$ cat src/rtl/vga_sync_decoder.sv
// Receive side of the VGA timing interface: measures hsync/vsync timing, locks to the
// configured mode and recovers pixel coordinates plus an active-video qualifier.
module vga_sync_decoder #(
    parameter int unsigned H_ACTIVE    = 640,
    parameter int unsigned H_FRONT     = 16,
    parameter int unsigned H_SYNC      = 96,
    parameter int unsigned H_BACK      = 48,
    parameter int unsigned V_ACTIVE    = 480,
    parameter int unsigned V_FRONT     = 10,
    parameter int unsigned V_SYNC      = 2,
    parameter int unsigned V_BACK      = 33,
    parameter bit          SYNC_POL    = 1'b0,
    parameter int unsigned LOCK_FRAMES = 2
) (
    input  logic        clk_i,
    input  logic        reset_i,
    input  logic        hsync_i,
    input  logic        vsync_i,
    output logic        active_o,
    output logic [9:0]  x_o,
    output logic [9:0]  y_o,
    output logic        frame_start_o,
    output logic        locked_o,
    output logic        err_o,
    output logic [10:0] h_len_o,
    output logic [10:0] v_len_o
);

    localparam int unsigned CNT_W   = 11;
    localparam int unsigned COORD_W = 10;
    localparam int unsigned GOOD_W  = 4;
    localparam int unsigned H_TOTAL = H_ACTIVE + H_FRONT + H_SYNC + H_BACK;
    localparam int unsigned V_TOTAL = V_ACTIVE + V_FRONT + V_SYNC + V_BACK;

    localparam logic [CNT_W-1:0]  CNT_MAX   = {CNT_W{1'b1}};
    localparam logic [CNT_W-1:0]  H_TOTAL_C = CNT_W'(H_TOTAL);
    localparam logic [CNT_W-1:0]  V_TOTAL_C = CNT_W'(V_TOTAL);
    localparam logic [CNT_W-1:0]  H_START_C = CNT_W'(H_SYNC + H_BACK);
    localparam logic [CNT_W-1:0]  H_END_C   = CNT_W'(H_SYNC + H_BACK + H_ACTIVE);
    localparam logic [CNT_W-1:0]  V_START_C = CNT_W'(V_SYNC + V_BACK);
    localparam logic [CNT_W-1:0]  V_END_C   = CNT_W'(V_SYNC + V_BACK + V_ACTIVE);
    localparam logic [GOOD_W-1:0] LOCK_GOOD = GOOD_W'(LOCK_FRAMES);

    typedef enum logic [1:0] {
        SEARCH  = 2'd0,
        MEASURE = 2'd1,
        LOCKED  = 2'd2
    } state_e;

    state_e              state_q, state_d;
    logic [GOOD_W-1:0]   good_cnt_q, good_cnt_d;
    logic                frame_bad_q, frame_bad_d;
    logic                err_d;

    logic                hs_s1, hs_s2;
    logic                vs_s1;
    logic                vs_at_edge;
    logic [CNT_W-1:0]    hcnt, vcnt;
    logic [CNT_W-1:0]    hcnt_inc, vcnt_inc;

    logic                h_edge;
    logic                boundary;
    logic                line_good;
    logic                frame_len_ok;
    logic                frame_good;
    logic                hsync_lost;
    logic                h_in_win, v_in_win;
    logic                active_d;

    // Edge and measurement qualifiers, all from registered (synchronised) samples.
    assign h_edge       = hs_s1 & ~hs_s2;
    assign boundary     = h_edge & vs_s1 & ~vs_at_edge;
    assign hcnt_inc     = (hcnt == CNT_MAX) ? CNT_MAX : hcnt + CNT_W'(1);
    assign vcnt_inc     = (vcnt == CNT_MAX) ? CNT_MAX : vcnt + CNT_W'(1);
    assign line_good    = (hcnt_inc == H_TOTAL_C);
    assign frame_len_ok = (vcnt_inc == V_TOTAL_C);
    assign frame_good   = ~frame_bad_q & line_good & frame_len_ok;
    assign hsync_lost   = (hcnt == H_TOTAL_C);

    assign h_in_win = (hcnt >= H_START_C) && (hcnt < H_END_C);
    assign v_in_win = (vcnt >= V_START_C) && (vcnt < V_END_C);
    assign active_d = (state_d == LOCKED) && h_in_win && v_in_win;

    // Lock state register.
    always_ff @(posedge clk_i or posedge reset_i) begin
        if (reset_i) begin
            state_q     <= SEARCH;
            good_cnt_q  <= '0;
            frame_bad_q <= 1'b0;
        end else begin
            state_q     <= state_d;
            good_cnt_q  <= good_cnt_d;
            frame_bad_q <= frame_bad_d;
        end
    end

    // Lock next-state logic; an error in LOCKED takes priority over a boundary.
    always_comb begin
        state_d     = state_q;
        good_cnt_d  = good_cnt_q;
        frame_bad_d = frame_bad_q;
        err_d       = 1'b0;
        unique case (state_q)
            SEARCH: begin
                if (boundary) begin
                    state_d     = MEASURE;
                    good_cnt_d  = '0;
                    frame_bad_d = 1'b0;
                end
            end
            MEASURE: begin
                if (boundary) begin
                    frame_bad_d = 1'b0;
                    if (frame_good) begin
                        good_cnt_d = good_cnt_q + GOOD_W'(1);
                        if (good_cnt_d >= LOCK_GOOD) begin
                            state_d = LOCKED;
                        end
                    end else begin
                        good_cnt_d = '0;
                    end
                end else if (h_edge && !line_good) begin
                    frame_bad_d = 1'b1;
                end
            end
            LOCKED: begin
                if ((h_edge && !line_good) || (boundary && !frame_len_ok) || hsync_lost) begin
                    state_d     = SEARCH;
                    good_cnt_d  = '0;
                    frame_bad_d = 1'b0;
                    err_d       = 1'b1;
                end
            end
            default: begin
                state_d = SEARCH;
            end
        endcase
    end

    // Input synchronisers, line/frame counters, measurements and registered outputs.
    always_ff @(posedge clk_i or posedge reset_i) begin
        if (reset_i) begin
            hs_s1         <= 1'b0;
            hs_s2         <= 1'b0;
            vs_s1         <= 1'b0;
            vs_at_edge    <= 1'b0;
            hcnt          <= '0;
            vcnt          <= '0;
            h_len_o       <= '0;
            v_len_o       <= '0;
            frame_start_o <= 1'b0;
            locked_o      <= 1'b0;
            err_o         <= 1'b0;
            active_o      <= 1'b0;
            x_o           <= '0;
            y_o           <= '0;
        end else begin
            hs_s1 <= (hsync_i == SYNC_POL);
            hs_s2 <= hs_s1;
            vs_s1 <= (vsync_i == SYNC_POL);

            if (h_edge) begin
                hcnt       <= '0;
                h_len_o    <= hcnt_inc;
                vs_at_edge <= vs_s1;
                if (boundary) begin
                    vcnt    <= '0;
                    v_len_o <= vcnt_inc;
                end else begin
                    vcnt <= vcnt_inc;
                end
            end else begin
                hcnt <= hcnt_inc;
            end

            frame_start_o <= boundary;
            err_o         <= err_d;
            locked_o      <= (state_d == LOCKED);
            active_o      <= active_d;
            x_o           <= active_d ? COORD_W'(hcnt - H_START_C) : '0;
            y_o           <= active_d ? COORD_W'(vcnt - V_START_C) : '0;
        end
    end

endmodule
$ cat config.mk
export PLATFORM = sky130hd
export DESIGN_NAME = vga_sync_decoder
export DESIGN_NICKNAME = d
export VERILOG_FILES = /design/src/rtl/vga_sync_decoder.sv
export SDC_FILE = /design/constraint.sdc
export NUM_CORES = 1
export LEC_CHECK = 0
export CAP_MARGIN = 20
export CORE_MARGIN = 3
export CORE_UTILIZATION = 40
export CTS_CLUSTER_SIZE = 24
export DETAILED_ROUTE_END_ITERATION = 8
export SYNTH_ARGS = -nofsm -noshare
export SYNTH_HDL_FRONTEND = slang
export SYNTH_SLANG_ARGS = --single-unit
$ cat constraint.sdc
create_clock -name clk_i -period 5.2 [get_ports clk_i]
set_input_delay 1.04 -clock clk_i [delete_from_list [all_inputs] [get_ports clk_i]]
set_output_delay 1.04 -clock clk_i [all_outputs]
set_load 0.01 [all_outputs]
==> results of run 1 <==
-- worst max-delay path: stages, from the launching register on --
cell       delay [ns]
dfrtp_1          0.45
ha_1             0.31
and4_4           0.22
a2111oi_4        0.37
o2111ai_2        0.17
nor4b_4          0.38
o21ai_2          0.11
or3_1            0.67
nor3_1           0.30
-- cells in the final DEF, fill, tap and decap left out, types with 2 or more instances in the layout --
cell | netlist | final
dfrtp_1 | 79 | 79
nor2_1 | 50 | 50
clkdlybuf4s50_1 | 0 | 49
nand2_1 | 30 | 30
o21ai_0 | 26 | 26
a21oi_1 | 25 | 25
xnor2_1 | 15 | 15
inv_1 | 15 | 14
nand3_1 | 12 | 12
a31oi_1 | 11 | 11
and2_1 | 9 | 9
nor3_1 | 9 | 9
ha_1 | 9 | 9
clkbuf_8 | 0 | 9
nor2_2 | 8 | 8
xor2_1 | 7 | 7
and3_1 | 6 | 6
nand4_1 | 6 | 6
or3_1 | 5 | 5
nand2b_1 | 4 | 4
nor2b_1 | 4 | 4
o31ai_1 | 4 | 4
nor3b_1 | 4 | 4
clkinvlp_4 | 0 | 4
a21o_1 | 3 | 3
o22a_1 | 3 | 3
buf_4 | 2 | 3
nand3b_1 | 2 | 2
or2_2 | 2 | 2
mux2i_1 | 2 | 2
a31o_2 | 2 | 2
a22o_1 | 2 | 2
o2bb2ai_1 | 2 | 2
-- cell families (layout without fill, tap and decap cells) --
family / count (synthesis) / after routing
buffers and inverters: 47 / 83
XOR/XNOR: 22 / 22
adder cells (fa/ha/maj): 9 / 9
flip-flops: 79 / 79
AO/OA/AOI/OAI: 90 / 90
AND/OR/NAND/NOR: 159 / 159
multiplexers: 2 / 2
-- metal layers --
metal | up-vias | GRT usage | wire length (um)
li1 | 1458 | - | -
met1 | 1394 | 0.202 | 3850
met2 | 94 | 0.259 | 3900
met3 | 14 | 0.0346 | 364
met4 | 0 | 0.0619 | 128
met5 | - | 0 | 0
-- worst min path at each step --
stage	start	endpoint
global placement	hs_s1	hs_s2
finish	hs_s1	hs_s2
floorplan	hs_s1	hs_s2
global route	hs_s1	hs_s2
CTS	hs_s1	hs_s2
detailed placement	hs_s1	hs_s2
-- flip-flops by register name, summed over array words and instances, names as in the netlist, 2 cells and up --
name / cells
x_o: 10
hcnt: 11
h_len_o: 11
vcnt: 11
state_q: 2
v_len_o: 11
y_o: 10
good_cnt_q: 4
-- final cells by class --
type / instances / area [sq um]
Multi-Input combinational cell: 282 / 1720
Inverter: 16 / 61.3
Timing Repair Buffer: 52 / 513
Clock inverter: 5 / 60.1
Sequential cell: 79 / 1980
Clock buffer: 10 / 128
Tap cell: 129 / 161
Fill cell: 914 / 4750
-- report_power, final --
group	internal [mW]	leakage [nW]	switching [mW]
Combinational	0.159	0.868	0.160
Sequential	0.677	1.05	0.0951
Clock	0.219	0.0806	0.227
Total	1.06	2.00	0.482
-- per-stage QoR --
step,power (mW),setup slack [ns]
after floorplan,0.992,2.14
after global placement,1.10,2.25
after detailed placement,1.11,2.16
after CTS,1.56,2.12
after global routing,1.62,1.92
final,1.54,2.13
==> key figures, run 1 <==
Synth
  • XOR/XNOR Fraction of Synth Area: 0.0494
  • Synth Area in Compound Gates: 0.149
  • Top post-synthesis cells by area: dfrtp_1 (51%), nor2_1 (4.8%), xnor2_1 (3.4%)
  • Post-synth top area share: 0.507
  • Synth Area in Simple Gates: 0.208
  • Largest family of logic cells by synthesized area: simple AND/OR/NAND/NOR gates
  • Mapped cell area: around 4000 sq um
  • Yosys cell types: 55
  • Sequential-to-total area share from yosys stat: 0.507
  • Ys async rst share: 1.00
  • Yosys warnings: 0
  • Dominant synthesized flop cell: dfrtp_1
  • Post-Syn Instances: between 400 and 500
  • Top-count cell post-synth: dfrtp_1
  • Top post-synthesis cells by count: dfrtp_1 (79), nor2_1 (50), nand2_1 (30)
  • Dominant cell type by area after synthesis: dfrtp_1
  • Syn Area/Cell: 9.56 sq um
  • Mux contribution to synthesized area: 0.00513
  • Post-Synth Adder-Cell Area: 0.0289
  • Post-synth net total: approximately 420
  • FF+latch count, synth: 79
  • EDFF count, synth: 0

Timing
  • Final min period: a little over 3 ns
  • Hold Vio Cnt, Final: 0
  • Final clock skew: between 0.01 and 0.015 ns
  • Final setup TNS: 0 ns
  • Least-Margin Pin Slew: 0.750 ns
  • Hold Slack: 0.408 ns
  • Max-slew headroom: 0.500
  • Final Max Slew Viols: 0
  • Tcrit/Tclk final: 0.591
  • Count of final setup violators: 0
  • RSZ-0062 raised after global routing: false
  • FMAX: approximately 330 MHz

Drt
  • Wire per inst: 14.4 um
  • Final ANT Viol Nets: 0
  • Drt initial violations: approximately 120
  • Drt via density: between 5 and 6
  • DRC: 0
  • Initial DRT Pass Iterations: 5
  • DR vias: between 2000 and 3000
  • WL final: between 8 and 9 mm

Floorplanning
  • Die width: 105 um
  • Core area: about 9400 sq um
  • Total die area: around 11000 sq um
  • Initial Utilization: 0.416
  • Cell Rows: 35
  • Die height: 105 um
  • IO Count: 50

Power
  • Power per cell area: 333 nW/um^2
  • Max IR drop VDD: 129 uV
  • Pleak: roughly 2 nW

Setup path
  • RR Endpoint: y_o[5]
  • Flop2flop setup slack: between 2 and 2.5 ns
  • Worst Setup SP: hcnt[0]
  • Data required, critical path: ~5.5 ns
  • CP Capture Type: flop
  • Worst setup SP type: flop
  • Critical path capture point: y_o[5]
  • R2R Path Start: hcnt[0]
  • Worst r2r path cells: 8
  • Worst setup path category: flop to flop
  • Crit Path Max Fanout: 18
  • WP data arrival: about 3.3 ns

Layout
  • Final Util: 0.493
  • Diode count: 0
  • Final #Nets: 453
  • Syn-to-layout area delta: 18.4%
  • Share of cells above drive strength 1: 0.0833
  • Cell Count, Final, Fillers Out: between 500 and 600
  • Final instance area: around 4600 sq um

Global routing
  • Congestion Overflow GR: 0
  • Largest net degree at the start of global routing: 45
  • GRT Overall Usage: 0.157
  • First-pass GRT wire length: ~14 mm
  • Initial antenna violation count: 0
  • Vias in the first global route: approximately 2900

Clock tree
  • Maximum root-to-sink buffer count: 2
  • CTS root buf: clkbuf_8
  • CTS tree: built
  • Post CTS Setup Buffer Count: 0
  • CTS H-tree lvls: 3
  • Clk pin slew, worst setup/hold paths: ~0.09 ns
  • Clock latency at the later pin of the worst-skew pair: approximately 0.35 ns
  • Cts repair resizes: 0
  • Total CTS buffers: 9
  • Clk sinks: 79
  • # hold bufs at CTS: 0

Place
  • Routability cong.: slightly below 0.9
  • Detailed placement HPWL: 5.73 mm
  • Placed cell count: between 500 and 600
  • DP Area: between 4000 and 5000 sq um
  • Port buffer count: 49

Job
  • # Max-Cap Violations: 0

Min path
  • WHS Path Cells: 0
  • Min-delay worst type: flop to flop

Run status
  • Status: finished, final reports clean
Power figures use the tool's default switching activity.
==> inputs of run 2 (changes only) <==
- clock period: 5.2 -> 2.55 ns (I/O delays scaled with it)
==> run 2 against run 1 <==
  * Clock power increased by 140%
  * Combinational power increased to 2.8 times the previous value
  * Register-to-register slack got worse by 2.0 ns
  * Highest routed layer unchanged
  * Largest cell class unchanged
  * Critical endpoint unchanged
==> key figures, run 2 (synthesis gave the netlist of run 1 again) <==
Layout
  • Area of the multi-input gates: about 1700 sq um
  • Final Util: 0.534
  • Storage cell area: approximately 2000 sq um
  • Most common cell after layout, fill and taps aside: dfrtp_1
  • Cell Count, Final, Fillers Out: around 610
  • Commonest non-fill, non-tap cells in the layout: dfrtp_1 (79), nor2_1 (50), clkdlybuf4s50_1 (49), buf_4 (37), nand2_1 (30)
  • Final #Nets: 491
  • Syn-to-layout area delta: 28.2%
  • Final-layout fill cell count: ~850
  • Diode count: 0
  • Final instance area: 5000 sq um
  • Share of cells above drive strength 1: 0.170

Timing
  • Final clock skew: 0.0121 ns
  • Final min period: roughly 2.5 ns
  • Tcrit/Tclk final: 0.961
  • Hold Slack: between 0.4 and 0.5 ns
  • Final setup TNS: 0 ns
  • Least-Margin Pin Slew: 0.483 ns
  • Final Max Slew Viols: 0
  • FMAX: between 400 and 500 MHz
  • Count of final setup violators: 0
  • Worst Setup Slack, final: between 0.09 and 0.1 ns
  • Hold Vio Cnt, Final: 0
  • Max-slew headroom: 0.677

Global routing
  • GRT Overall Usage: 0.164
  • Congestion Overflow GR: 0
  • First-pass GRT wire length: between 10 and 15 mm
  • Vias in the first global route: roughly 3000
  • Initial antenna violation count: 0
  • Largest net degree at the start of global routing: 36

Job
  • # Max-Cap Violations: 0

Clock tree
  • CTS tree: built
  • CTS H-tree lvls: 3
  • Maximum root-to-sink buffer count: 2
  • CTS root buf: clkbuf_8
  • Clk sinks: roughly 80
  • Clock latency at the later pin of the worst-skew pair: ~0.35 ns
  • Clk pin slew, worst setup/hold paths: ~0.08 ns
  • Total CTS buffers: 9

Drt
  • Initial DRT Pass Iterations: 4
  • Drt via density: between 5 and 6
  • Drt initial violations: ~130
  • Wire per inst: approximately 14 um
  • DRC: 0
  • DR vias: between 3000 and 4000
  • WL final: around 8.5 mm
  • Final ANT Viol Nets: 0

Floorplanning
  • Initial Utilization: 0.416
  • Cell Rows: 35
  • IO Count: 50
  • Core area: 9370 sq um
  • Die height: ~100 um
  • Die width: ~100 um
  • Total die area: between 10000 and 15000 sq um

Setup path
  • CP Capture Type: flop
  • Bufs and invs on worst path: 0
  • Slowest cell on crit path: dfrtp_1
  • Worst setup path category: flop to flop
  • Crit Path Max Fanout: 5
  • CP delay by family, top: simple AND/OR/NAND/NOR gates
  • Critical path, cell by cell: ha_1, and4_4, a2111oi_4, o2111ai_2, nor4b_4, o21ai_2, or3_4, nor3_1
  • R2R Path Start: hcnt[4]
  • Max incr delay on CP: around 0.4 ns
  • WP data arrival: 2.71 ns
  • Worst Setup SP: hcnt[4]
  • Worst setup SP type: flop
  • Data required, critical path: around 2.8 ns

Place
  • Place WS: -0.00932 ns
  • Port buffer count: 49
  • Placed cell count: between 500 and 600
  • Routability cong.: 0.897
  • DP Area: 4720 sq um
  • Detailed placement HPWL: roughly 6 mm

Min path
  • HP Start: hs_s1
  • Min-delay worst type: flop to flop

Power
  • Final Total Pwr: 3.43 mW
  • Pleak: roughly 2.2 nW
  • Power per cell area: 685 nW/um^2
  • Max IR drop VDD: around 360 uV

Run status
  • Status: finished, final reports clean
run 2: cell count changes in the layout (fill, tap and decap cells not counted), moves of 2 or more:
cell / delta
buf_4: +34
clkinvlp_4: -3
clkinv_4: +3
buf_12: +2
buf_6: +2
run 2: where the power goes:
group / switching [mW] / internal [mW] / total (mW) / leakage [nW]
Clock: 0.485 / 0.583 / 1.07 / 0.113
Combinational: 0.472 / 0.415 / 0.887 / 1.07
Sequential: 0.0896 / 1.38 / 1.47 / 1.05
Total: 1.05 / 2.38 / 3.43 / 2.24
run 2: final cells by class:
cell class	count	share of cell area
Multi-Input combinational cell	282	0.348
Clock buffer	10	0.0275
Clock inverter	6	0.0188
Timing Repair Buffer	90	0.166
Sequential cell	79	0.395
Tap cell	129	0.0323
Inverter	16	0.0120
run 2: path summary, 6_finish.rpt:
check	end	slack (ns)	cells past startpoint
worst min-delay path	hs_s2	0.41	0
min in group asynchronous	vcnt[2]	0.50	2
worst max-delay path	y_o[5]	0.1	8
worst min register to register	hs_s2	0.41	0
worst max register to register	y_o[5]	0.1	8
max in group asynchronous	hcnt[7]	1.50	3
run 2: timing repair:
item,CTS,global route
setup buffers,0,3
hold endpoints to repair,0,0
setup endpoints to repair,8,14
gates resized for setup,1,5
hold buffers,0,0
pin swaps,0,4
run 2: per-layer routing:
layer  vias up  global-route usage  part of all wire  wire, um
met3         7              0.0451             0.049       417
met5         -                   0                 0         0
met2        89               0.261              0.48      4100
li1       1542                   -                 -         -
met1      1474               0.219              0.45      3850
met4         0              0.0515             0.012       102
